--- config.mk ---
export PLATFORM = sky130hd
export DESIGN_NAME = alu_arbiter
export DESIGN_NICKNAME = d
export VERILOG_FILES = /design/src/rtl/alu_arbiter.sv
export SDC_FILE = /design/constraint.sdc
export NUM_CORES = 1
export LEC_CHECK = 0
export CORE_MARGIN = 4
export CORE_UTILIZATION = 40
export DETAILED_ROUTE_END_ITERATION = 6
export PLACE_DENSITY = 0.95
export SLEW_MARGIN = 20
export SYNTH_ARGS = -nofsm -noshare
export SYNTH_HDL_FRONTEND = slang
export SYNTH_SLANG_ARGS = --single-unit
--- constraint.sdc ---
create_clock -name clk -period 4.97 [get_ports clk]
set_clock_uncertainty 0.1 [all_clocks]
set_input_delay 0.497 -clock clk [delete_from_list [all_inputs] [get_ports clk]]
set_output_delay 0.497 -clock clk [all_outputs]
set_load 0.01 [all_outputs]
--- src/rtl/alu_arbiter.sv ---
// -----------------------------------------------------------------------------
// alu_arbiter
//
// Shares one combinational ALU between two requesters: port 0 (EX-stage
// pipeline) and port 1 (auxiliary unit: address generation / debug).
// Requests are arbitrated round-robin in IDLE. The winner's operands are
// registered, the shared ALU is driven from those registers for exactly one
// cycle (EXEC), and the captured result/overflow is then held on the winner's
// response channel (RESP) until that port accepts it.
//
// Ports:
//   clk, reset                     clock, asynchronous active-high reset
//   reqN_valid / reqN_ready        request handshake for port N (N = 0, 1)
//   reqN_op, reqN_in_0, reqN_in_1  opcode and operands for port N
//   rspN_valid / rspN_ready        response handshake for port N
//   rspN_out, rspN_of              result and overflow flag for port N
//   alu_op, alu_in_0, alu_in_1     drive to the shared ALU
//   alu_out, alu_of                result from the shared ALU
// -----------------------------------------------------------------------------
module alu_arbiter #(
  parameter int              DATA_W = 32,
  parameter int              OP_W   = 4,
  parameter logic [OP_W-1:0] NOP_OP = '0
) (
  input  logic              clk,
  input  logic              reset,

  input  logic              req0_valid,
  output logic              req0_ready,
  input  logic [OP_W-1:0]   req0_op,
  input  logic [DATA_W-1:0] req0_in_0,
  input  logic [DATA_W-1:0] req0_in_1,
  output logic              rsp0_valid,
  input  logic              rsp0_ready,
  output logic [DATA_W-1:0] rsp0_out,
  output logic              rsp0_of,

  input  logic              req1_valid,
  output logic              req1_ready,
  input  logic [OP_W-1:0]   req1_op,
  input  logic [DATA_W-1:0] req1_in_0,
  input  logic [DATA_W-1:0] req1_in_1,
  output logic              rsp1_valid,
  input  logic              rsp1_ready,
  output logic [DATA_W-1:0] rsp1_out,
  output logic              rsp1_of,

  output logic [OP_W-1:0]   alu_op,
  output logic [DATA_W-1:0] alu_in_0,
  output logic [DATA_W-1:0] alu_in_1,
  input  logic [DATA_W-1:0] alu_out,
  input  logic              alu_of
);

  typedef enum logic [1:0] {
    IDLE = 2'd0,
    EXEC = 2'd1,
    RESP = 2'd2
  } state_t;

  state_t state, state_next;

  // prio names the port that wins when both request; owner is the port whose
  // operation is currently in flight.
  logic prio, prio_next;
  logic owner, owner_next;

  logic              grant_valid;
  logic              grant;
  logic              accept;

  logic [OP_W-1:0]   op_q;
  logic [DATA_W-1:0] in0_q;
  logic [DATA_W-1:0] in1_q;
  logic [DATA_W-1:0] res_q;
  logic              of_q;

  // Control state register: FSM state, round-robin pointer and owner id.
  always_ff @(posedge clk or posedge reset) begin
    if (reset) begin
      state <= IDLE;
      prio  <= 1'b0;
      owner <= 1'b0;
    end else begin
      state <= state_next;
      prio  <= prio_next;
      owner <= owner_next;
    end
  end

  // Next-state and output decode. Ready is combinational on the request
  // valids so a port can be accepted in the same cycle it raises valid. The
  // ALU sees operands only during EXEC so it idles on NOP otherwise, and the
  // response buses read zero except for the owner while it holds RESP.
  always_comb begin
    state_next  = state;
    prio_next   = prio;
    owner_next  = owner;
    grant_valid = 1'b0;
    grant       = 1'b0;
    accept      = 1'b0;
    req0_ready  = 1'b0;
    req1_ready  = 1'b0;
    rsp0_valid  = 1'b0;
    rsp0_out    = '0;
    rsp0_of     = 1'b0;
    rsp1_valid  = 1'b0;
    rsp1_out    = '0;
    rsp1_of     = 1'b0;
    alu_op      = NOP_OP;
    alu_in_0    = '0;
    alu_in_1    = '0;

    case (state)
      IDLE: begin
        if (req0_valid && req1_valid) begin
          grant_valid = 1'b1;
          grant       = prio;
        end else if (req0_valid) begin
          grant_valid = 1'b1;
          grant       = 1'b0;
        end else if (req1_valid) begin
          grant_valid = 1'b1;
          grant       = 1'b1;
        end
        req0_ready = grant_valid && !grant;
        req1_ready = grant_valid && grant;
        if (grant_valid) begin
          accept     = 1'b1;
          owner_next = grant;
          prio_next  = ~grant;
          state_next = EXEC;
        end
      end

      EXEC: begin
        alu_op     = op_q;
        alu_in_0   = in0_q;
        alu_in_1   = in1_q;
        state_next = RESP;
      end

      RESP: begin
        if (!owner) begin
          rsp0_valid = 1'b1;
          rsp0_out   = res_q;
          rsp0_of    = of_q;
          if (rsp0_ready) begin
            state_next = IDLE;
          end
        end else begin
          rsp1_valid = 1'b1;
          rsp1_out   = res_q;
          rsp1_of    = of_q;
          if (rsp1_ready) begin
            state_next = IDLE;
          end
        end
      end

      default: begin
        state_next = IDLE;
      end
    endcase
  end

  // Operand capture on acceptance and result capture at the end of EXEC.
  // The result registers are not cleared after the handshake because the
  // response buses are already gated to zero outside RESP.
  always_ff @(posedge clk or posedge reset) begin
    if (reset) begin
      op_q  <= NOP_OP;
      in0_q <= '0;
      in1_q <= '0;
      res_q <= '0;
      of_q  <= 1'b0;
    end else begin
      if (accept) begin
        op_q  <= grant ? req1_op   : req0_op;
        in0_q <= grant ? req1_in_0 : req0_in_0;
        in1_q <= grant ? req1_in_1 : req0_in_1;
      end
      if (state == EXEC) begin
        res_q <= alu_out;
        of_q  <= alu_of;
      end
    end
  end

endmodule

# --- After elaboration in Yosys (flattened, before gate mapping) ---
# Index checks and enable logic that the tools add are counted.
word_totals:
  mem_bits_ro: 0
  mem_count: 0
  out_inout_bits: 138
  ramBits: 0
  latchBits: 0
  register_bits: 105
  inputBits: 175
classes:
  n_reduce_logical: 7
  magnitude_cmp: 0
  bitwise_logic: 1
  div_mod_pow: 0
  n_eq_ne: 5
  n_addsub: 0
  multipliers: 0
  n_shift: 0
  n_mux: 35
op_table:
  columns: ["operator", "count"]
  rows:
  - ["$mux W32", 8]
  - ["$mux W1", 20]
  - ["$mux W2", 4]
  - ["$mux W4", 2]
  - ["$ne A3 B3 Y1 const B", 2]
  - ["$pmux W2 S3", 1]
  - ["$logic_and A1 B1 Y1", 3]
  - ["$reduce_and A3 Y1", 1]
  - ["$eq A2 B1 Y1 const B", 1]
  - ["$eq A2 B2 Y1 const B", 1]
  - ["$logic_not A2 Y1", 1]
  - ["$ne A2 B2 Y1 const B", 1]
  - ["$reduce_and A2 Y1", 1]
  - ["$logic_not A1 Y1", 1]
  - ["$not A1 Y1", 1]

# --- Depth between registers and ports, before layout ---
# Gate-level depths: netlist of the first run.
logic_depth:
  word_depth: 7
  ltp_mapped: 7

# --- Worst setup path before layout of the first run ---
# Ideal clock, no wire load.
synth_path:
  path_type: "flip-flop to output port"
  startpoint: "register state[0]"
  endpoint: "output rsp0_out[10]"
  required_ns: 4.373
  path_slack_ns: 3.125
  stages_incl_launch_ff: 5
  t_arrival_ns: 1.248
  path_cell_list: "dfrtp_1 nand2b_1 nor2_1 clkbuf_1 and2_1"
synth_between:
  elab_chain_len: 2
synth_lines:
  columns: ["element", "line_no", "text"]
  rows:
  - ["start, declared", "61", "state_t state, state_next;"]
  - ["start signal, assigned", "85", "state <= state_next;"]
  - ["$eq A2 B2 Y1", "114", "case (state)"]
  - ["$mux W32", "114", null]
  - ["end, declared", "35", "output logic [DATA_W-1:0] rsp0_out,"]
# Every way passes these cells.

# --- Final worst setup path of the first run ---
layout_path:
  startpoint: "register state[1]"
  endpoint: "output alu_in_0[6]"
layout_between:
  elab_chain_len: 2
layout_lines:
  columns: ["element", "line_no", "text"]
  rows:
  - ["$eq A2 B1 Y1", "114", null]
  - ["$mux W32", "114", null]
  - ["end, declared", "49", "output logic [DATA_W-1:0] alu_in_0,"]
# Every way passes these cells.

==> results.md, run 1 <==
* Status: finished clean
* Max Cap Violations at 0
* Initial Util at 41.5%
* CTS clk-pin slew, worst paths at 0.06 ns
* TritonCTS Buffers at 9
* DP Cell Count at about 1100
* Fin cells at ~1100
* Mean Syn Cell Area at roughly 8.8 µm²
* Syn Nets at around 780
* Routed WL at ~18000 µm
* Clock sink count at between 100 and 150
* Most frequent cells in the layout: clkdlybuf4s50_1 (312), and2_1 (134), dfrtp_1 (105)
* CTS resizes at 0
* DRT Pass-1 Iters at 4
* Input/output buffers at between 300 and 400
* Mapped Area at about 5300 µm²
* Die Wd at 124 µm
* Clock H-tree levels at 3
* Die Y-Extent at approximately 120 µm
* RSZ-0062 raised after global routing: no
* Crit share post-route at 55.9%
* Post-synth top area share at about 50%
* Syn Inst Count at approximately 600
* PwrDens at 525 nW/µm²
* Drc violations at 0
* CORE AREA at 12900 µm²
* Tmin final at around 2.8 ns
* Crit path DAT at 2.18 ns
* CTS Buffer Depth at 2
* Critical Path Max Stage Delay at between 0.5 and 0.6 ns
* Largest net degree at the start of global routing at 71
* First-pass GRT wire length at around 27000 µm
* Setup crit end kind: output port
* Post-route ant nets at 0
* WS Path Type: reg -> out
* Most common cell after layout, fill and taps aside: clkdlybuf4s50_1
* Root buffer cell: clkbuf_16
* CTS tree: done
* Initial antenna violation count at 0
* Worst skew pair latency at between 0.3 and 0.4 ns
* Setup violations, final at 0
* GP Congestion at 0.816
* N_diodes at 0
* Yosys top cell by area: dfrtp_1
* Buffers and inverters on the worst path at 2
* Worst hold path class: reg -> reg
* Syn. warnings at 0
* Worst slew pin tran at 0.877 ns
* Max-slew violations at 0
* Leak at 3.66 nW
* Number of vias per cell at between 5 and 6
* Die area at between 15000 and 20000 µm²
* Sequential area share after synthesis at between 40% and 50%
* Worst-path cell chain: nor2b_4 > buf_4 > and2_1 > clkdlybuf4s50_1
* FMAX at roughly 0.36 GHz
* Iteration-0 DRC Markers at approximately 320
* CP delay by family, top: buffers and inverters
* Worst vdd ir at between 0.0003 and 0.0004 V
* Total negative setup slack at 0 ns
* Crit start category: flop
* WL per Instance at ~17 µm
* Critical Path RT at approximately 4.4 ns
* Final Hold Viols at 0
* Unique masters post-synth at 22
* Layout area overhead at 65.2%
* Gr usage total at 23.0%
* CP max stage cell: clkdlybuf4s50_1
* Share of layout cells above drive strength 1 at roughly 7%
* Ports at 313
* Row count at 41
* # hold bufs at CTS at 0
* CP Max Fanout at 55
* Final nets at roughly 1100
* #FFs+latches synth at approximately 110
* Vias in the first global route at 5450
* Grt ovf at 0
* DP HPWL at ~13000 µm
* Dominant cells by area after synthesis: dfrtp_1 (49%), and2_1 (16%), a21oi_1 (8.2%)
* Vias after detailed routing at about 5400
* Post-CTS setup buffer count at 0
* Rel. slew slack at about two fifths
[worst paths after layout]
check / end / depth (start not counted) / start / slack, ns
max in group asynchronous: res_q[25] / 3 / reset / 3.13
min in group asynchronous: res_q[8] / 2 / reset / 0.60
setup reg to reg: in0_q[26] / 7 / state[1] / 2.77
hold reg to reg: in0_q[9] / 2 / in0_q[9] / 0.38
hold / removal: in0_q[9] / 2 / in0_q[9] / 0.38
setup / recovery: alu_in_0[6] / 4 / state[1] / 2.19
[area by class of cell]
class | count | area [µm²]
clock inverters | 3 | 15.0
repair buffers | 321 | 3190
flip-flops and latches | 105 | 2630
inverters | 4 | 20.0
well taps | 172 | 215
multi-input cells | 453 | 2500
clock buffers | 13 | 260
fillers | 966 | 4040
[kinds of logic (layout without fill, tap and decap cells)]
| kind of cell | after synthesis | count (layout) | share of synthesized area [%] |
|---|---|---|---|
| AOI/OAI and AO/OA | 140 | 140 | 13.3 |
| buffers and inverters | 50 | 341 | 4.33 |
| DFF | 105 | 105 | 49.1 |
| muxes | 34 | 34 | 7.16 |
| and+or+nand+nor | 279 | 279 | 26.1 |
[worst min-delay path, delay by kind of cell (launching register included)]
family / cells / cell delay, ns
AOI/OAI and AO/OA: 1 / 0.06
DFF: 1 / 0.33
and+or+nand+nor: 1 / 0.05
[through the flow]
step,area (µm²),utilization (%),power (W),worst slack (ns),hold WS [ns]
floorplan,5350,-,0.00289,1.61,0.347
global placement,8560,66.4,0.00391,2.34,0.358
detailed placement,8560,66.5,0.00399,2.34,0.367
CTS,8830,68.6,0.00468,2.18,0.382
global route,8830,68.6,0.00498,2.09,0.394
finish,8830,68.6,0.00463,2.19,0.376
[report_power, final]
part	internal (W)	switching [W]
Clock	0.000366	0.000303
Combinational	0.00124	0.00119
Sequential	0.00129	0.000239
[flip-flops by register name, summed over array words and instances (netlist names)]
register and flops:
op_q 4, owner 1, in0_q 32, prio 1, res_q 32, of_q 1
in1_q 32, state 2
[synthesized netlist by cell type]
master,instances
a21o_1,1
a21oi_1,88
and2_1,134
and3_1,1
buf_2,20
buf_4,3
buf_6,1
clkbuf_1,22
dfrtp_1,105
inv_1,2
inv_2,2
mux2_2,34
nand2_1,69
nand2b_1,2
nand3_1,1
nor2_1,70
nor2_2,1
nor2b_1,1
o21ai_0,1
o21ai_1,48
o21ai_2,1
o21bai_1,1
[metal layers]
layer  vias to the layer above  GRT usage (%)  wire length [µm]
li1                       2538              -                 -
met1                      2519           24.9              6410
met2                       271           41.0              9270
met3                        49           7.77              1950
met4                         0           9.41               571
met5                         -              0                 0
Note: power is estimated with default switching activity, not from simulation.
==> run 2: changes to the inputs <==
--- a/config.mk
+++ b/config.mk
@@ -6,9 +6,9 @@
 export NUM_CORES = 1
 export LEC_CHECK = 0
 export CORE_MARGIN = 4
-export CORE_UTILIZATION = 40
+export CORE_UTILIZATION = 38
 export DETAILED_ROUTE_END_ITERATION = 6
-export PLACE_DENSITY = 0.95
+export PLACE_DENSITY = 0.92
 export SLEW_MARGIN = 20
 export SYNTH_ARGS = -nofsm -noshare
 export SYNTH_HDL_FRONTEND = slang
==> constraint.sdc (replaced) <==
create_clock -name clk -period 2.7 [get_ports clk]
set_clock_uncertainty 0.1 [all_clocks]
set_input_delay 0.27 -clock clk [delete_from_list [all_inputs] [get_ports clk]]
set_output_delay 0.27 -clock clk [all_outputs]
set_load 0.01 [all_outputs]
==> run 2 against run 1 <==
Cell count grew 0.84%. Critical path type unchanged. Wire length down 2.2%. Highest routed layer unchanged. Power is 87% higher. Clock power grew 98%. Sequential share of layout area fell by 0.30 points. Sequential power increased by 85%.
==> results.md, run 2 (synthesized netlist as in run 1, its figures left out) <==
* Tightest hold margin at 0.339 ns (was 0.376 ns)
* WS Path Type: reg -> out (unchanged)
* Leak at 3.68 nW (was 3.66 nW)
* Root buffer cell: clkbuf_16 (unchanged)
* Row count at 43 (was 41)
* Most Crowded Layer GR: met2 (unchanged)
* GP Congestion at 0.837 (was 0.816)
* Initial Util at 38.7% (was 41.5%)
* Clock H-tree levels at 3 (unchanged)
* Ports at 313 (unchanged)
* Buffers and inverters on the worst path at 2 (unchanged)
* CTS resizes at 0 (unchanged)
* CTS clk-pin slew, worst paths at 0.07 ns (was 0.06 ns)
* DP HPWL at 12900 µm (was 13300 µm)
* # hold bufs at CTS at 0 (unchanged)
* Grt ovf at 0 (unchanged)
* CP delay by family, top: buffers and inverters (unchanged)
* Met3 Use GR at 6.53% (was 7.77%)
* Worst slew pin tran at 0.770 ns (was 0.877 ns)
* Crit path DAT at 2.04 ns (was 2.18 ns)
* CTS tree: done (unchanged)
* Status: finished clean (unchanged)
* Most frequent cells in the layout: clkdlybuf4s50_1 (312), and2_1 (134), dfrtp_1 (105) (unchanged)
* R2R cell count at 6 (was 7)
* Reg2reg setup slack at 0.69 ns (was 2.77 ns)
* Die Y-Extent at 127 µm (was 124 µm)
* Post-CTS setup buffer count at 0 (unchanged)
* Worst vdd ir at 0.000517 V (was 0.000332 V)
* RR Startpoint: state[1] (unchanged)
* Vias in the first global route at 5360 (was 5450)
* RSZ-0062 raised after global routing: no (unchanged)
* Final Hold Viols at 0 (unchanged)
* Number of vias per cell at 4.98 (was 5.02)
* Share of layout cells above drive strength 1 at 7.56% (was 7.12%)
* Drc violations at 0 (unchanged)
* Layout area overhead at 66.9% (was 65.2%)
* Total negative setup slack at 0 ns (unchanged)
* TritonCTS Buffers at 9 (unchanged)
* CORE AREA at 13800 µm² (was 12900 µm²)
* Critical Path Max Stage Delay at 0.53 ns (was 0.56 ns)
* Vias after detailed routing at 5375 (was 5377)
* Largest registers: in0_q (32), in1_q (32), res_q (32) (unchanged)
* Setup crit end kind: output port (unchanged)
* Largest net degree at the start of global routing at 106 (was 71)
* Crit start category: flop (unchanged)
* N_diodes at 0 (unchanged)
* Worst r2r dst: in0_q[23] (was in0_q[26])
* Die area at 16000 µm² (was 15300 µm²)
* Max-slew violations at 0 (unchanged)
* Input/output buffers at 312 (unchanged)
* Tmin final at 2.41 ns
* Overall Power at 0.00868 W (was 0.00463 W)
* Final nets at 1071 (was 1069)
* Die Wd at 127 µm (was 124 µm)
* Critical Path RT at 2.33 ns (was 4.37 ns)
* FMAX at just over 0.4 GHz
* Iteration-0 DRC Markers at 320 (was 321)
* PwrDens at 972 nW/µm² (was 525 nW/µm²)
* Clock sink count at 105 (unchanged)
* Most common cell after layout, fill and taps aside: clkdlybuf4s50_1 (unchanged)
* Worst-path cell chain: nand2b_1 > nor2_2 > buf_4 > and2_1 > clkdlybuf4s50_1 (was nor2b_4 > buf_4 > and2_1 > clkdlybuf4s50_1)
* Gr usage total at 21.8% (was 23.0%)
* Grt met2 use at 38.5% (was 41.0%)
* DRT Pass-1 Iters at 5 (was 4)
* Worst hold path class: in -> async (was reg -> reg)
* Post-route ant nets at 0 (unchanged)
* Met1 Use GR at 24.5% (was 24.9%)
* CTS Buffer Depth at 2 (unchanged)
* WL per Instance at 16.5 µm (was 17.0 µm)
* Rel. slew slack at 48.6% (was 41.5%)
* Worst skew pair latency at 0.34 ns (was 0.33 ns)
* CP Max Fanout at 34 (was 55)
* First-pass GRT wire length at 28100 µm (was 27300 µm)
* Initial antenna violation count at 0 (unchanged)
* CP max stage cell: clkdlybuf4s50_1 (unchanged)
* Crit share post-route at around nine tenths
* Setup violations, final at 0 (unchanged)
* Routed WL at 17800 µm (was 18200 µm)
* Max Cap Violations at 0 (unchanged)
-- run 2: how the worst max path moves through the flow --
stage,startpoint,end,slack (ns),cells after the start
after floorplan,reset,in0_q[0],1.07,1
after global placement,req1_valid,in0_q[24],0.39,5
after detailed placement,req0_valid,in0_q[23],0.51,7
after CTS,state[0],rsp0_out[5],0.26,5
after global routing,state[0],rsp0_out[5],0.12,5
final,state[0],rsp0_out[27],0.29,5
-- run 2: worst reg2reg max path: cells and delay by family, from the launching register on --
family | cells | cell delay [ns]
buffers and inverters | 2 | 0.64
DFF | 1 | 0.43
AOI/OAI and AO/OA | 2 | 0.42
and+or+nand+nor | 2 | 0.34
-- run 2: layer usage --
metal	up-vias	routed length (µm)
li1	2549	-
met1	2515	6530
met2	270	9010
met3	41	1680
met4	0	588
met5	-	0
-- run 2: power by group --
group | total, W | switching (W) | leakage (nW) | internal, W
sequential | 0.00283 | 0.000447 | 1.24 | 0.00238
clock | 0.00132 | 0.000556 | 0.148 | 0.000762
combinational | 0.00453 | 0.00218 | 2.29 | 0.00234
total | 0.00868 | 0.00319 | 3.68 | 0.00549
-- run 2: metrics by stage --
stage | util, % | cell area [µm²] | cells | worst slack, ns
floorplan | - | 5350 | 608 | 1.07
global placement | 62.4 | 8620 | 1065 | 0.385
detailed placement | 62.4 | 8630 | 1065 | 0.510
CTS | 64.5 | 8920 | 1080 | 0.259
global route | 64.5 | 8920 | 1080 | 0.122
finish | 64.5 | 8920 | 1080 | 0.292
-- run 2: final cells by class --
cell class	instances	area [µm²]
flip-flops and latches	105	2630
repair buffers	323	3240
clock buffers	12	256
inverters	4	21.3
well taps	180	225
clock inverters	3	40.0
multi-input cells	453	2510
fillers	1121	4900
==> run 3: changes to the inputs <==
==> constraint.sdc (replaced) <==
create_clock -name clk -period 2.5 [get_ports clk]
set_clock_uncertainty 0.1 [all_clocks]
set_input_delay 0.25 -clock clk [delete_from_list [all_inputs] [get_ports clk]]
set_output_delay 0.25 -clock clk [all_outputs]
set_load 0.01 [all_outputs]
==> run 3 against run 2 <==
Clock power grew 9%. Sequential power rose by 9.2%. Non-clock buffer count rose by 3. Setup slack worse by 0.16 ns. First-iteration DRC count decreased by 29%. Critical endpoint is now alu_in_0[23]. Power rose by 9.3%. Sequential share of layout area fell by 0.17 points. Combinational power up 9.1%. Count of clock-buffer cells in the layout unchanged. Largest power group unchanged. Wire length is 2.1% higher.
==> results.md, run 3 (synthesized netlist as in run 1, its figures left out) <==
* Number of vias per cell at 4.91 (was 4.98)
* Core Util, Final at 64.9% (was 64.5%)
* Logic gate share of total power at 52.2% (about the same)
* Largest net degree at the start of global routing at 106 (unchanged)
* Switch share at 36.8% (was 36.7%)
* WS Path Type: reg -> out (unchanged)
* Post-route ant nets at 0 (unchanged)
* Worst-path cell chain: nor2b_4 > buf_12 > and2_1 > clkdlybuf4s50_1 (was nand2b_1 > nor2_2 > buf_4 > and2_1 > clkdlybuf4s50_1)
* CP max stage cell: clkdlybuf4s50_1 (unchanged)
* Max-slew violations at 0 (unchanged)
* Gr usage total at 22.0% (was 21.8%)
* FMAX at 0.422 GHz
* Clock power frac at 15.2% (about the same)
* CTS clk-pin slew, worst paths at 0.07 ns (about the same)
* Tmin final at between 2 and 2.5 ns
* Total negative setup slack at 0 ns (unchanged)
* Fill count at 1130 (was 1121)
* Setup violations, final at 0 (unchanged)
* Internal Power at 0.00599 W (was 0.00549 W)
* GP Congestion at 0.824 (was 0.837)
* Worst hold path class: in -> async (unchanged)
* Drc violations at 0 (unchanged)
* DP HPWL at 13500 µm (was 12900 µm)
* Worst vdd ir at 0.000585 V (was 0.000517 V)
* CTS Buffer Depth at 2 (unchanged)
* Reg2reg setup slack at 0.60 ns (was 0.69 ns)
* First-pass GRT wire length at 28100 µm (about the same)
* Switching power at 0.00349 W (was 0.00319 W)
* Crit start category: flop (unchanged)
* Post-CTS setup buffer count at 0 (unchanged)
* Rel. slew slack at 49.3% (was 48.6%)
* Largest registers: in0_q (32), in1_q (32), res_q (32) (unchanged)
* Leak at 3.70 nW (was 3.68 nW)
* Final setup margin at 0.128 ns (was 0.292 ns)
* CP Max Fanout at 45 (was 34)
* Share of layout cells above drive strength 1 at 7.96% (was 7.56%)
* PwrDens at 1060 nW/µm² (was 972 nW/µm²)
* Critical Path RT at 2.15 ns (was 2.33 ns)
* N_diodes at 0 (unchanged)
* Row count at 43 (unchanged)
* WL per Instance at 16.8 µm (was 16.5 µm)
* Crit share post-route at a little over nine tenths
* Status: finished clean (unchanged)
* Worst skew pair latency at 0.34 ns (about the same)
* Initial antenna violation count at 0 (unchanged)
* Most frequent cells in the layout: clkdlybuf4s50_1 (312), and2_1 (134), dfrtp_1 (105) (unchanged)
* DP Cell Count at 1068 (was 1065)
* Max Cap Violations at 0 (unchanged)
* Root buffer cell: clkbuf_16 (unchanged)
* Crit path DAT at 2.02 ns (was 2.04 ns)
* Layout area overhead at 67.8% (was 66.9%)
* Iteration-0 DRC Markers at 227 (was 320)
* Clock H-tree levels at 3 (unchanged)
* Vias in the first global route at 5424 (was 5360)
* Die Y-Extent at 127 µm (unchanged)
* Setup crit end kind: output port (unchanged)
* Clock sink count at 105 (unchanged)
* Flop pwr share at 32.6% (about the same)
* Final Hold Viols at 0 (unchanged)
* Ports at 313 (unchanged)
* Routed WL at 18200 µm (was 17800 µm)
* Input/output buffers at 312 (unchanged)
* CTS tree: done (unchanged)
* Initial Util at 38.7% (unchanged)
* DP Worst Slack at 0.408 ns (was 0.510 ns)
* Most common cell after layout, fill and taps aside: clkdlybuf4s50_1 (unchanged)
* TritonCTS Buffers at 9 (unchanged)
* CORE AREA at 13800 µm² (unchanged)
* Worst slew pin tran at 0.761 ns (was 0.770 ns)
* Grt ovf at 0 (unchanged)
* Die Wd at 127 µm (unchanged)
* RSZ-0062 raised after global routing: no (unchanged)
* Fin cells at 1084 (was 1080)
* Overall Power at 0.00948 W (was 0.00868 W)
* DRT Pass-1 Iters at 5 (unchanged)
* Final nets at 1074 (was 1071)
* Die area at 16000 µm² (unchanged)
* Critical Path Max Stage Delay at 0.56 ns (was 0.53 ns)
* Vias after detailed routing at 5320 (was 5375)
[run 3: power by group through the flow]
| stage | clock, W | sequential (W) | combinational [W] |
|---|---|---|---|
| after floorplan | 0 | 0.00289 | 0.00285 |
| after global placement | 0 | 0.00308 | 0.00483 |
| after detailed placement | 0 | 0.00312 | 0.00498 |
| after CTS | 0.00150 | 0.00310 | 0.00499 |
| after global routing | 0.00155 | 0.00320 | 0.00541 |
| final | 0.00144 | 0.00309 | 0.00494 |
[run 3: repair_timing]
action / CTS / global route
resized for setup: 0 / 2
hold endpoints to repair: 0 / 0
hold buffers: 0 / 0
setup endpoints to repair: 0 / 37
[run 3: layer usage]
layer,GRT usage (%),part of all wire (%)
met1,25.1,37
met2,38.9,50
met3,5.98,9.2
met4,8.77,3.4
met5,0,0
[run 3: cell type report]
class	count	area, µm²	area share, %
Tap cell	180	225	2.51
Inverter	4	18.8	0.209
Clock buffer	12	256	2.86
Clock inverter	4	51.3	0.572
Sequential cell	105	2630	29.3
Multi-Input combinational cell	453	2510	28.0
Timing Repair Buffer	326	3290	36.6
[run 3: final timing paths]
check | start | end | cells past startpoint
setup / recovery | state[1] | alu_in_0[23] | 4
hold / removal | reset | res_q[27] | 3
hold reg to reg | in1_q[9] | in1_q[9] | 2
setup reg to reg | state[1] | in1_q[17] | 6
max in group asynchronous | reset | state[1] | 3
min in group clk | req0_in_0[5] | in0_q[5] | 3
[run 3: stage by stage]
step | instance area, µm² | hold WS [ns]
3_3_place_gp | 8660 | 0.358
6_report | 8970 | 0.282
3_5_place_dp | 8660 | 0.368
2_1_floorplan | 5350 | 0.279
4_1_cts | 8970 | 0.330
5_1_grt | 8970 | 0.354
[run 3: worst max-delay path, delay by kind of cell (launching register included)]
| kind | cells | cell delay, ns |
|---|---|---|
| flip-flops | 1 | 0.43 |
| AND/OR/NAND/NOR | 2 | 0.43 |
| buffers and inverters | 2 | 0.80 |
